[config.mk]
export PLATFORM = sky130hd
export DESIGN_NAME = game_tick_scheduler_flat
export DESIGN_NICKNAME = d
export VERILOG_FILES = /design/src/rtl/game_tick_scheduler_if.sv /design/src/rtl/game_tick_scheduler.sv /design/src/flat_wrapper.sv
export SDC_FILE = /design/constraint.sdc
export NUM_CORES = 1
export LEC_CHECK = 0
export CAP_MARGIN = 5
export CORE_MARGIN = 10
export CORE_UTILIZATION = 49
export DETAILED_ROUTE_END_ITERATION = 8
export PLACE_DENSITY = 0.73
export SYNTH_ARGS = -nofsm -noshare
export SYNTH_HDL_FRONTEND = slang
export SYNTH_SLANG_ARGS = --single-unit
[constraint.sdc]
create_clock -name clock_25 -period 2.11 [get_ports clock_25]
set_clock_uncertainty 0.1 [all_clocks]
set_input_delay 0.422 -clock clock_25 [delete_from_list [all_inputs] [get_ports clock_25]]
set_output_delay 0.422 -clock clock_25 [all_outputs]
set_load 0.02 [all_outputs]
[src/rtl/game_tick_scheduler_if.sv]
// Control/status bundle between the game controller, the tick scheduler and the snake FSM.
// The controller (master) drives the run/speed controls; the scheduler (slave) returns the move strobe and status.
interface game_tick_scheduler_if #(
    parameter int unsigned LEVEL_W = 2,
    parameter int unsigned CNT_W   = 6
);
    logic               i_start;
    logic               i_pause;
    logic               i_frame_tik;
    logic [LEVEL_W-1:0] i_level;
    logic               i_apple_eaten;
    logic               o_game_tik;
    logic [CNT_W-1:0]   o_cur_period;
    logic [3:0]         o_boost;

    modport master (
        output i_start, i_pause, i_frame_tik, i_level, i_apple_eaten,
        input  o_game_tik, o_cur_period, o_boost
    );

    modport slave (
        input  i_start, i_pause, i_frame_tik, i_level, i_apple_eaten,
        output o_game_tik, o_cur_period, o_boost
    );
endinterface

[src/rtl/game_tick_scheduler.sv]
// Game-speed generator: one-cycle move strobe every N frame edges, where N follows the speed level
// and an apple-driven boost, floored at MIN_PERIOD. Moves therefore only land in the frame blanking window.
module game_tick_scheduler #(
    parameter int unsigned LEVEL_W       = 2,
    parameter int unsigned NUM_LEVELS    = 4,
    parameter int unsigned CNT_W         = 6,
    parameter int unsigned BASE_PERIOD   = 4,
    parameter int unsigned LEVEL_STEP    = 1,
    parameter int unsigned MIN_PERIOD    = 1,
    parameter int unsigned SPEEDUP_EVERY = 4,
    parameter int unsigned MAX_BOOST     = 15
) (
    input  logic                 clock_25,
    input  logic                 reset,
    game_tick_scheduler_if.slave io_bus
);
    localparam int unsigned EFF_W   = CNT_W + 2;
    localparam int unsigned BOOST_W = 4;
    localparam int unsigned APPLE_W = (SPEEDUP_EVERY > 1) ? $clog2(SPEEDUP_EVERY + 1) : 1;
    localparam logic [LEVEL_W-1:0] LEVEL_MAX = LEVEL_W'(NUM_LEVELS - 1);
    localparam logic [BOOST_W-1:0] BOOST_SAT = BOOST_W'(MAX_BOOST);

    typedef enum logic [1:0] {
        S_IDLE  = 2'd0,
        S_LOAD  = 2'd1,
        S_COUNT = 2'd2,
        S_TICK  = 2'd3
    } state_t;

    state_t                   r_state;
    logic                     r_frame_q;
    logic [CNT_W-1:0]         r_frame_cnt;
    logic [CNT_W-1:0]         r_cur_period;
    logic [BOOST_W-1:0]       r_boost;
    logic [APPLE_W-1:0]       r_apple_cnt;
    logic                     r_game_tik;

    logic                     w_frame_rise;
    logic [LEVEL_W-1:0]       w_level;
    logic signed [EFF_W-1:0]  w_eff_raw;
    logic [CNT_W-1:0]         w_eff;
    logic                     w_apple_wrap;

    assign w_frame_rise = io_bus.i_frame_tik & ~r_frame_q;
    assign w_level      = (io_bus.i_level > LEVEL_MAX) ? LEVEL_MAX : io_bus.i_level;

    // Signed with two guard bits so a large level/boost goes negative instead of wrapping.
    assign w_eff_raw = $signed(EFF_W'(BASE_PERIOD))
                     - $signed(EFF_W'(w_level)) * $signed(EFF_W'(LEVEL_STEP))
                     - $signed(EFF_W'(r_boost));
    assign w_eff     = (w_eff_raw < $signed(EFF_W'(MIN_PERIOD))) ? CNT_W'(MIN_PERIOD)
                                                                 : CNT_W'(w_eff_raw);

    assign w_apple_wrap = (SPEEDUP_EVERY != 0) &&
                          ((32'(r_apple_cnt) + 32'd1) == 32'(SPEEDUP_EVERY));

    always_ff @(posedge clock_25 or negedge reset) begin
        if (!reset) begin
            r_state      <= S_IDLE;
            r_frame_q    <= 1'b0;
            r_frame_cnt  <= '0;
            r_cur_period <= '0;
            r_boost      <= '0;
            r_apple_cnt  <= '0;
            r_game_tik   <= 1'b0;
        end else begin
            r_frame_q  <= io_bus.i_frame_tik;
            r_game_tik <= 1'b0;
            if (!io_bus.i_start) begin
                r_state      <= S_IDLE;
                r_frame_cnt  <= '0;
                r_cur_period <= '0;
                r_boost      <= '0;
                r_apple_cnt  <= '0;
            end else begin
                // Apples accrue in any running state, paused or not; the new boost waits for LOAD.
                if ((SPEEDUP_EVERY != 0) && (r_state != S_IDLE) && io_bus.i_apple_eaten) begin
                    if (w_apple_wrap) begin
                        r_apple_cnt <= '0;
                        if (r_boost < BOOST_SAT) begin
                            r_boost <= r_boost + BOOST_W'(1);
                        end
                    end else begin
                        r_apple_cnt <= r_apple_cnt + APPLE_W'(1);
                    end
                end

                case (r_state)
                    S_IDLE: begin
                        r_state <= S_LOAD;
                    end
                    S_LOAD: begin
                        r_cur_period <= w_eff;
                        r_frame_cnt  <= '0;
                        r_state      <= S_COUNT;
                    end
                    S_COUNT: begin
                        if (w_frame_rise && !io_bus.i_pause) begin
                            if ((r_frame_cnt + CNT_W'(1)) == r_cur_period) begin
                                r_state    <= S_TICK;
                                r_game_tik <= 1'b1;
                            end else begin
                                r_frame_cnt <= r_frame_cnt + CNT_W'(1);
                            end
                        end
                    end
                    S_TICK: begin
                        r_state <= S_LOAD;
                    end
                    default: begin
                        r_state <= S_IDLE;
                    end
                endcase
            end
        end
    end

    assign io_bus.o_game_tik   = r_game_tik;
    assign io_bus.o_cur_period = r_cur_period;
    assign io_bus.o_boost      = r_boost;
endmodule

[src/flat_wrapper.sv]
// flat-port wrapper written by rule: the top's interface ports become plain ports
module game_tick_scheduler_flat 
#(
    parameter int unsigned LEVEL_W       = 2,
    parameter int unsigned NUM_LEVELS    = 4,
    parameter int unsigned CNT_W         = 6,
    parameter int unsigned BASE_PERIOD   = 4,
    parameter int unsigned LEVEL_STEP    = 1,
    parameter int unsigned MIN_PERIOD    = 1,
    parameter int unsigned SPEEDUP_EVERY = 4,
    parameter int unsigned MAX_BOOST     = 15
)
  (clock_25, reset, io_bus_i_start, io_bus_i_pause, io_bus_i_frame_tik, io_bus_i_level, io_bus_i_apple_eaten, io_bus_o_game_tik, io_bus_o_cur_period, io_bus_o_boost);
  game_tick_scheduler_if #(.LEVEL_W(LEVEL_W), .CNT_W(CNT_W)) io_bus_i ();
  input  logic clock_25;
  input  logic reset;
  input wire logic [$bits(io_bus_i.i_start)-1:0] io_bus_i_start;
  input wire logic [$bits(io_bus_i.i_pause)-1:0] io_bus_i_pause;
  input wire logic [$bits(io_bus_i.i_frame_tik)-1:0] io_bus_i_frame_tik;
  input wire logic [$bits(io_bus_i.i_level)-1:0] io_bus_i_level;
  input wire logic [$bits(io_bus_i.i_apple_eaten)-1:0] io_bus_i_apple_eaten;
  output wire logic [$bits(io_bus_i.o_game_tik)-1:0] io_bus_o_game_tik;
  output wire logic [$bits(io_bus_i.o_cur_period)-1:0] io_bus_o_cur_period;
  output wire logic [$bits(io_bus_i.o_boost)-1:0] io_bus_o_boost;
  assign io_bus_i.i_start = io_bus_i_start;
  assign io_bus_i.i_pause = io_bus_i_pause;
  assign io_bus_i.i_frame_tik = io_bus_i_frame_tik;
  assign io_bus_i.i_level = io_bus_i_level;
  assign io_bus_i.i_apple_eaten = io_bus_i_apple_eaten;
  assign io_bus_o_game_tik = io_bus_i.o_game_tik;
  assign io_bus_o_cur_period = io_bus_i.o_cur_period;
  assign io_bus_o_boost = io_bus_i.o_boost;
  game_tick_scheduler #(.LEVEL_W(LEVEL_W), .NUM_LEVELS(NUM_LEVELS), .CNT_W(CNT_W), .BASE_PERIOD(BASE_PERIOD), .LEVEL_STEP(LEVEL_STEP), .MIN_PERIOD(MIN_PERIOD), .SPEEDUP_EVERY(SPEEDUP_EVERY), .MAX_BOOST(MAX_BOOST)) u_core (.clock_25(clock_25), .reset(reset), .io_bus(io_bus_i));
endmodule
==> impl_results.md, run 1 <==
* Syn Std Cell Area at roughly 1500 um^2
* Final period utilization at 1.03
* Synth Area in Simple Gates at 0.218
* Leak pwr at roughly 1.1 nW
* Core ar. at roughly 3000 um^2
* Final HPWL DP at around 2700 um
* First-pass GRT wire length at 6110 um
* Nets at around 230
* N_diodes at 0
* Fillers at around 220
* Fmax at 459 MHz
* Synth async-reset ratio at 1.00
* Chip width at 75.4 um
* Share of layout cells above drive strength 1 at 0.341
* Reg power frac at 0.358
* Area of placed instances at around 2000 um^2
* Initial DRC count at 77
* Num CTS Buffers at 3
* Worst setup path startpoint: u_core.r_frame_cnt[0]$_DFFE_PN0P_
* RSZ-0062 raised after global routing: true
* Crit path launch type: flip-flop
* Worst hold slack at roughly 0.12 ns
* Mean Syn Cell Area at a little under 10 um^2
* Logic gate share of total power at 0.501
* Vias in the first global route at approximately 1,300
* Clk root buf: clkbuf_4
* Crit path kind: flip-flop to flip-flop
* Final Core Density at 0.733
* Top cells by area, synth: dfrtp_1, ha_1, xnor2_1
* First-pass detailed-route iteration total at 4
* Gpl congestion at 0.890
* Top cell type's share of synthesized area at 0.382
* Post-Synthesis Cells at 152
* Yosys top cell by area: dfrtp_1
* Tmin final at between 2 and 2.5 ns
* Clock power frac at 0.141
* Hold_buf cts at 0
* Routed len/inst at ~16 um
* VDD IR max at around 0.3 mV
* Die Footprint at 5690 um^2
* Vias per Instance at approximately 5.6
* Gr usage total at 0.137
* Worst slew margin at 0.762
* CP required at around 2.2 ns
* Post-Route WL at 3800 um
* Min-Delay Path Class: input pin to flip-flop
* Clock sinks at 23
* Synth Register Bits at 23
* Post-Place Worst Slack at -1.07 ns
* Critical Path End: u_core.r_frame_cnt[4]$_DFFE_PN0P_
* Post-route setup TNS at -0.205 ns
* Die height at about 75 um
* Reg-to-reg setup timing slack at -0.07 ns
* Status: finished, violations left
* Synth Area in XOR/XNOR at 0.0815
* CP Capture Type: flip-flop
* Slew @ Worst Pin at 0.355 ns
* Seq/Total Area, Yosys at 0.382
* Max-Cap Viols at 0
* Worst Path Max Fanout at 8
* Power per cell area at roughly 690 nW/um^2
* Syn_nets at 173
* Switching Fraction at 0.369
* DRC at 0
* Synth top cells by count: dfrtp_1, nand2_1, ha_1
* I/O Buffers at 18
* Yosys Warn Count at 0
* Arr. time, crit path at between 2 and 2.5 ns
* Adder-Cell Fraction of Synth Area at 0.113
* Fin. Hold Viols at 0
* R2R Path Start: u_core.r_frame_cnt[0]$_DFFE_PN0P_
* Failing checks: negative setup slack
* Synth cell types at 41
* Vias at roughly 1,300
* Largest family of logic cells by synthesized area: simple AND/OR/NAND/NOR gates
* Hold Path Stages at 1
* Design area at about 2200 um^2
* Most frequent cell after synthesis: dfrtp_1
* Final worst slack at -0.0684 ns
* Post-DRT Antenna Nets at 0
* CTS tree: yes
* Layout Area Growth over Synthesis at 46.2%
* Pins Over Slew Limit at 0
* Initial antenna violation count at 0
* Internal Pwr Total at slightly below 0.001 W
* Global route total overflow at 0
* Most common flop cell mapped by yosys: dfrtp_1
* Number of I/O pins at 19
* Synth Area in Compound Gates at 0.121
* Clk Latency, worst-skew pair at between 0.3 and 0.4 ns
* Post-synth EDFFs at 0
* Sw power at between 0.0005 and 0.0006 W
* H-tree levels at 1
* Reg2reg end: u_core.r_frame_cnt[4]$_DFFE_PN0P_
* CTS Buffer Depth at 2
* Largest net degree at the start of global routing at 24
* Final setup violation count at 5
* Reg2reg path depth at 8
* CTS clk-pin slew, worst paths at between 0.1 and 0.15 ns
* Row cnt at 20
* Post-synthesis mux area share at 0.0482
* Initial core utilization at 0.501
## placed cells by master, fill, tap and decap left out, types with 3 or more instances in the layout
cell type and count:
nand2_1 13, mux2i_1 4, buf_6 3, dfrtp_1 23, and2_1 6, xnor2_1 6, a21boi_0 3, nand3_1 7
xor2_1 6, o211ai_1 3, a21oi_1 3, clkbuf_4 3, ha_1 7, clkdlybuf4s50_1 14, nor2_1 5, ha_4 5
a21o_1 3, buf_4 33, nor2b_1 5, inv_1 6
## metrics by stage
stage | std cells | total power, W
3_3_place_gp | 227 | 0.00116
2_1_floorplan | 152 | 0.000924
6_report | 238 | 0.00153
4_1_cts | 235 | 0.00145
5_1_grt | 238 | 0.00163
3_5_place_dp | 227 | 0.00119
## cells by family (layout without fill, tap and decap cells)
family,Yosys count,count (layout)
mux,7,7
flops,23,23
buf+inv,14,67
simple gates,56,56
compound gates,25,25
fa+ha+maj,13,13
xor+xnor,14,14
## what timing repair did
action | CTS | global route
buffers inserted | 4 | 4
resized for setup | 28 | 15
setup endpoints to repair | 13 | 12
pin swaps | 7 | 17
## power groups by stage
| stage | Combinational [W] | Sequential (W) | Clock (W) |
|---|---|---|---|
| 5_1_grt | 0.000837 | 0.000556 | 0.000233 |
| 3_3_place_gp | 0.000617 | 0.000548 | 0 |
| 6_report | 0.000766 | 0.000548 | 0.000215 |
| 3_5_place_dp | 0.000635 | 0.000553 | 0 |
| 2_1_floorplan | 0.000360 | 0.000565 | 0 |
| 4_1_cts | 0.000689 | 0.000547 | 0.000214 |
## area by class of cell
cell class,instances,area (um^2),share of cell area
Clock buffer,4,26.3,0.0119
Inverter,9,58.8,0.0267
Multi-Input combinational cell,115,1020,0.464
Sequential cell,23,576,0.262
Tap cell,33,41.3,0.0188
Timing Repair Buffer,54,477,0.217
## flip-flops by register name (all words and copies together), names as in the netlist
register / flops
u_core.r_state: 2
u_core.io_bus.o_game_tik: 1
u_core.r_frame_cnt: 6
u_core.io_bus.o_boost: 4
u_core.r_frame_q: 1
u_core.r_apple_cnt: 3
u_core.io_bus.o_cur_period: 6
## routing by layer
layer  global-route usage  vias to the layer above  part of all wire
met1                0.150                      656              0.40
met2                0.250                       25              0.54
li1                     -                      639                 -
met3               0.0326                        7             0.043
met5                    0                        -                 0
met4               0.0495                        0             0.017
## worst min path at each step
stage                                                  from                              endpoint  slack, ns
final                                    io_bus_i_frame_tik            u_core.r_frame_q$_DFF_PN0_       0.12
after global routing                     io_bus_i_frame_tik            u_core.r_frame_q$_DFF_PN0_       0.13
after CTS                                             reset     u_core.r_frame_cnt[3]$_DFFE_PN0P_       0.35
after detailed placement  u_core.r_frame_cnt[5]$_DFFE_PN0P_     u_core.r_frame_cnt[5]$_DFFE_PN0P_       0.44
after global placement    u_core.r_frame_cnt[5]$_DFFE_PN0P_     u_core.r_frame_cnt[5]$_DFFE_PN0P_       0.43
after floorplan                                       reset  u_core.io_bus.o_boost[0]$_DFFE_PN0P_       0.03
## critical path: stages (launching register included)
cell and delay [ns]:
dfrtp_1 0.44, ha_4 0.20, xor2_1 0.15, o211ai_1 0.21, mux2i_2 0.14, nor4_4 0.30, buf_6 0.17, nor4_1 0.06
a221o_1 0.30
Power figures use the tool's default switching activity.
==> inputs of run 2 (changes only) <==
==> constraint.sdc (replaced) <==
create_clock -name clock_25 -period 2.11 [get_ports clock_25]
set_clock_uncertainty 0.1 [all_clocks]
set_input_delay 0.3165 -clock clock_25 [delete_from_list [all_inputs] [get_ports clock_25]]
set_output_delay 0.3165 -clock clock_25 [all_outputs]
set_load 0.02 [all_outputs]
==> impl_results.md, run 2 (synthesis results as in run 1) <==
* Die Footprint at 5690 um^2 (unchanged)
* Final period utilization at 1.01 (-0.0236)
* Post-DRT Antenna Nets at 0 (unchanged)
* Status: finished, violations left
* Crit path kind: flip-flop to flip-flop
* Global route total overflow at 0 (unchanged)
* CTS tree: yes
* Min-Delay Path Class: input pin to asynchronous set/reset pin
* Post-placement cell count at 227 (unchanged)
* Max-Cap Viols at 0 (unchanged)
* Share of layout cells above drive strength 1 at 0.350 (+0.00805)
* Vias in the first global route at 1,471 (+9.3%)
* N_diodes at 0 (unchanged)
* Core ar. at 3000 um^2 (unchanged)
* Tmin final at 2.13 ns (-0.0498 ns)
* Most frequent cells in the layout: buf_4, dfrtp_1, clkdlybuf4s50_1, nand2_1, ha_1
* RSZ-0062 raised after global routing: true
* Crit path launch type: flip-flop
* Post-Route WL at 3910 um (+3.0%)
* Vias at 1,339 (+0.90%)
* Layout Cells excl Fill at 239 (+0.42%)
* Largest net degree at the start of global routing at 24 (unchanged)
* Clock sinks at 23 (unchanged)
* Initial antenna violation count at 0 (unchanged)
* Nets at 228 (+0.44%)
* Final Core Density at 0.723 (-0.0104)
* First-pass detailed-route iteration total at 4 (unchanged)
* Failing checks: negative setup slack
* CTS clk-pin slew, worst paths at 0.14 ns (about the same)
* Fin. Hold Viols at 0 (unchanged)
* Worst hold slack at 0.213 ns (+0.0888 ns)
* Power per cell area at 690 nW/um^2 (-0.59%)
* First-pass GRT wire length at 6620 um (+8.5%)
* CTS Buffer Depth at 2 (unchanged)
* Slew @ Worst Pin at 0.498 ns (+0.143 ns)
* Final HPWL DP at 2860 um (+7.7%)
* Worst Path Max Fanout at 3 (-5)
* Row cnt at 20 (unchanged)
* I/O Buffers at 18 (unchanged)
* Vias per Instance at 5.60 (+0.48%)
* Num CTS Buffers at 3 (unchanged)
* Chip width at 75.4 um (unchanged)
* Initial DRC count at 78 (+1.3%)
* Final worst slack at -0.0186 ns (+0.0498 ns)
* Die height at 75.4 um (unchanged)
* Number of I/O pins at 19 (unchanged)
* Gr usage total at 0.152 (+0.0153)
* Final setup violation count at 2 (-3)
* Pins Over Slew Limit at 0 (unchanged)
* Post-Place Worst Slack at -0.970 ns (+0.0979 ns)
* Initial core utilization at 0.501 (unchanged)
* Gpl congestion at 0.878 (-1.3%)
* Clk Latency, worst-skew pair at 0.34 ns (+0.02 ns)
* Hold_buf cts at 0 (unchanged)
* Leak pwr at 1.00 nW (-5.0%)
* H-tree levels at 1 (unchanged)
* Design area at 2170 um^2 (-1.4%)
* Routed len/inst at 16.4 um (+2.5%)
* Most common cell after layout, fill and taps aside: buf_4
* CP Capture Type: flip-flop
* Fmax at 470 MHz (+2.3%)
* Arr. time, crit path at 2.26 ns (-0.04 ns)
* Fillers at 230 (+4.1%)
* DRC at 0 (unchanged)
* Layout Area Growth over Synthesis at 44.1%
* Clk root buf: clkbuf_4
* VDD IR max at 0.365 mV (+22%)
* Worst slew margin at 0.666 (-0.0961)
* CP required at 2.24 ns (about the same)
* Area of placed instances at 1980 um^2 (about the same)
run 2: cell count changes in the layout (fill, tap and decap cells not counted), sizes merged:
cell / delta
clkbuf: -1
dlymetal6s2s: -2
clkdlybuf4s50: +2
clkinv: +1
buf: +1
run 2: power breakdown:
part | internal (W) | switching, W
Combinational | 0.000376 | 0.000356
Clock | 0.0000713 | 0.000148
Sequential | 0.000491 | 0.0000555
Total | 0.000938 | 0.000559
run 2: final timing paths:
kind	from	to	slack (ns)	cells after the start
worst max-delay path	u_core.io_bus.o_boost[1]$_DFFE_PN0P_	u_core.io_bus.o_cur_period[3]$_DFFE_PN0P_	-0.02	9
worst min-delay path	reset	u_core.r_frame_cnt[5]$_DFFE_PN0P_	0.21	2
worst max register to register	u_core.io_bus.o_boost[1]$_DFFE_PN0P_	u_core.io_bus.o_cur_period[3]$_DFFE_PN0P_	-0.02	9
worst min register to register	u_core.r_frame_cnt[5]$_DFFE_PN0P_	u_core.r_frame_cnt[5]$_DFFE_PN0P_	0.48	2
max in group asynchronous	reset	u_core.io_bus.o_boost[1]$_DFFE_PN0P_	1.43	2
min in group clock_25	io_bus_i_frame_tik	u_core.r_frame_q$_DFF_PN0_	0.34	1
run 2: stage by stage:
| stage | setup TNS (ns) | total power, W |
|---|---|---|
| 2_1_floorplan | -0.284 | 0.000924 |
| 3_3_place_gp | -4.91 | 0.00117 |
| 3_5_place_dp | -5.60 | 0.00120 |
| 4_1_cts | -0.0444 | 0.00147 |
| 5_1_grt | -0.583 | 0.00160 |
| 6_report | -0.0255 | 0.00150 |
run 2: metal layers:
layer | global-route usage | share of wire | vias up
met5 | 0 | 0 | -
met4 | 0.0804 | 0.027 | 0
met3 | 0.0286 | 0.040 | 10
met2 | 0.285 | 0.55 | 28
met1 | 0.156 | 0.38 | 660
li1 | - | - | 641
run 2: worst max-delay path: stages, from the launching register on:
cell and delay (ns):
dfrtp_2 0.43, inv_2 0.07, ha_4 0.19, a21o_1 0.18
a21o_1 0.20, ha_4 0.24, nor3_4 0.13, a41oi_2 0.15
a22o_1 0.20, and2_1 0.15
run 2: what timing repair did:
action,CTS,global route
resized for setup,21,7
setup buffers,6,2
pin swaps,8,5
setup endpoints to repair,10,11
cloned,0,0
run 2: area by class of cell:
| class | count | area [um^2] | share of cell area |
|---|---|---|---|
| clock buffers | 3 | 22.5 | 0.0104 |
| clock inverters | 1 | 5.00 | 0.00231 |
| inverters | 9 | 58.8 | 0.0271 |
| multi-input cells | 115 | 1010 | 0.466 |
| flip-flops and latches | 23 | 579 | 0.267 |
| well taps | 33 | 41.3 | 0.0190 |
| repair buffers | 55 | 452 | 0.208 |
==> inputs of run 3 (changes only) <==
--- a/config.mk
+++ b/config.mk
@@ -6,6 +6,7 @@
 export NUM_CORES = 1
 export LEC_CHECK = 0
 export CAP_MARGIN = 5
+export CORE_ASPECT_RATIO = 0.5
 export CORE_MARGIN = 10
 export CORE_UTILIZATION = 49
 export DETAILED_ROUTE_END_ITERATION = 8
==> impl_results.md, run 3 (synthesis results as in run 1) <==
* Number of I/O pins at 19 (unchanged)
* RSZ-0062 raised after global routing: true
* Post-Route WL at 3450 um (-12%)
* Failing checks: negative setup slack
* Pins Over Slew Limit at 0 (unchanged)
* Arr. time, crit path at 2.17 ns (-0.09 ns)
* Design area at 2100 um^2 (-3.3%)
* Worst Path Max Fanout at 4 (+1)
* VDD IR max at 0.373 mV (+2.2%)
* Clk Latency, worst-skew pair at 0.27 ns (-0.07 ns)
* H-tree levels at 1 (unchanged)
* Initial DRC count at 57 (-27%)
* Most frequent cells in the layout: buf_4, dfrtp_1, clkdlybuf4s50_1, nand2_1
* CTS clk-pin slew, worst paths at 0.09 ns (-0.05 ns)
* DRC at 0 (unchanged)
* Final Core Density at 0.705 (-0.0179)
* Reg2reg path depth at 7 (-2)
* Power per cell area at 713 nW/um^2 (+3.3%)
* Row cnt at 14 (-30%)
* Layout Area Growth over Synthesis at 39.4%
* Min-Delay Path Class: input pin to asynchronous set/reset pin
* I/O Buffers at 18 (unchanged)
* Fmax at 474 MHz (+0.85%)
* Initial antenna violation count at 0 (unchanged)
* Max-Cap Viols at 0 (unchanged)
* CTS Buffer Depth at 2 (unchanged)
* CP Capture Type: flip-flop
* Num CTS Buffers at 3 (unchanged)
* Vias per Instance at 5.30 (-5.3%)
* Vias in the first global route at 1,283 (-13%)
* First-pass detailed-route iteration total at 4 (unchanged)
* Hold_buf cts at 0 (unchanged)
* First-pass GRT wire length at 6010 um (-9.3%)
* Initial core utilization at 0.505 (+0.00421)
* Die Footprint at 5820 um^2 (+2.4%)
* Most common cell after layout, fill and taps aside: buf_4
* Routed len/inst at 14.6 um (-11%)
* Gpl congestion at 0.855 (-2.7%)
* CP required at 2.17 ns (-0.07 ns)
* Nets at 219 (-3.9%)
* Layout Cells excl Fill at 237 (-0.84%)
* Slew @ Worst Pin at 0.448 ns (-0.0492 ns)
* Post-DRT Antenna Nets at 0 (unchanged)
* Final worst slack at -0.000763 ns (+0.0179 ns)
* Tmin final at 2.11 ns (-0.0179 ns)
* Status: finished, violations left
* R2R Path Start: u_core.r_frame_cnt[0]$_DFFE_PN0P_
* Clk root buf: clkbuf_8
* Final setup violation count at 1 (-1)
* Post-placement cell count at 232 (+2.2%)
* Final period utilization at 1.00 (-0.00847)
* Share of layout cells above drive strength 1 at 0.299 (-0.0500)
* Worst slew margin at 0.699 (+0.0330)
* Reg-to-reg setup timing slack at -0.0008 ns (+0.02 ns)
* Area of placed instances at 1970 um^2 (-0.32%)
* Die height at 59.2 um (-22%)
* Global route total overflow at 0 (unchanged)
* Clock sinks at 23 (unchanged)
* Fin. Hold Viols at 0 (unchanged)
* Total power at 0.00150 W (-0.12%)
* Crit path kind: flip-flop to flip-flop
* Largest net degree at the start of global routing at 24 (unchanged)
* Leak pwr at 0.976 nW (-2.8%)
* Final HPWL DP at 2590 um (-9.3%)
* Core ar. at 2980 um^2 (-0.83%)
* Gr usage total at 0.125 (-0.0279)
* CTS tree: yes
* Crit path launch type: flip-flop
* Reg2reg end: u_core.r_state[1]$_DFFE_PN0P_
* N_diodes at 0 (unchanged)
* Vias at 1,257 (-6.1%)
* Chip width at 98.4 um (+30%)
-- run 3: cell types whose count changed in the layout (fill, tap and decap cells not counted), sizes merged --
cell and change:
buf -9
-- run 3: through the flow --
stage	setup slack, ns	hold WS [ns]	TNS, ns
finish	-0.000763	0.291	-0.000763
global route	-0.115	0.322	-0.668
CTS	-0.0155	0.300	-0.0160
detailed placement	-0.941	0.450	-5.38
global placement	-0.885	0.438	-4.76
floorplan	-0.201	-0.0791	-0.284
-- run 3: routing by layer --
| layer | share of wire | track usage | wire length [um] | vias to the layer above |
|---|---|---|---|---|
| met4 | 0.0029 | 0.0345 | 10 | 0 |
| met2 | 0.50 | 0.223 | 1740 | 19 |
| met5 | 0 | 0 | 0 | - |
| met1 | 0.45 | 0.145 | 1560 | 605 |
| met3 | 0.041 | 0.0349 | 141 | 2 |
| li1 | - | - | - | 631 |
-- run 3: worst max path at each step --
| stage | startpoint | to | slack, ns |
|---|---|---|---|
| after detailed placement | io_bus_i_level[0] | u_core.io_bus.o_cur_period[3]$_DFFE_PN0P_ | -0.94 |
| after CTS | u_core.io_bus.o_boost[1]$_DFFE_PN0P_ | u_core.io_bus.o_cur_period[3]$_DFFE_PN0P_ | -0.02 |
| after floorplan | io_bus_i_level[1] | u_core.io_bus.o_cur_period[3]$_DFFE_PN0P_ | -0.20 |
| after global routing | u_core.r_frame_cnt[0]$_DFFE_PN0P_ | u_core.r_state[1]$_DFFE_PN0P_ | -0.11 |
| final | u_core.r_frame_cnt[0]$_DFFE_PN0P_ | u_core.r_state[1]$_DFFE_PN0P_ | -0.0008 |
| after global placement | io_bus_i_level[1] | u_core.io_bus.o_cur_period[3]$_DFFE_PN0P_ | -0.88 |
-- run 3: timing repair --
action / 4_1_cts / 5_1_grt
gates resized for setup: 21 / 5
pin swaps: 5 / 10
endpoints found under the setup margin: 11 / 11
setup buffers: 1 / 0
-- run 3: layout make-up --
cell class,count,area (um^2)
clock buffers,3,41.3
clock inverters,1,5.00
fillers,217,880
inverters,9,58.8
multi-input cells,115,981
flip-flops and latches,23,577
well taps,40,50.0
repair buffers,46,385
-- run 3: power by group --
part	internal, W	leakage [nW]	switching [W]	total, W
logic	0.000337	0.638	0.000332	0.000669
registers	0.000491	0.312	0.0000525	0.000544
clock network	0.000132	0.0255	0.000151	0.000283
-- run 3: critical path: stages, from the launching register on --
cell and delay (ns):
dfrtp_1 0.40, buf_4 0.15, and3_1 0.17, nand3_2 0.13
xnor2_2 0.20, or4_4 0.49, o21a_1 0.22, mux2i_1 0.13
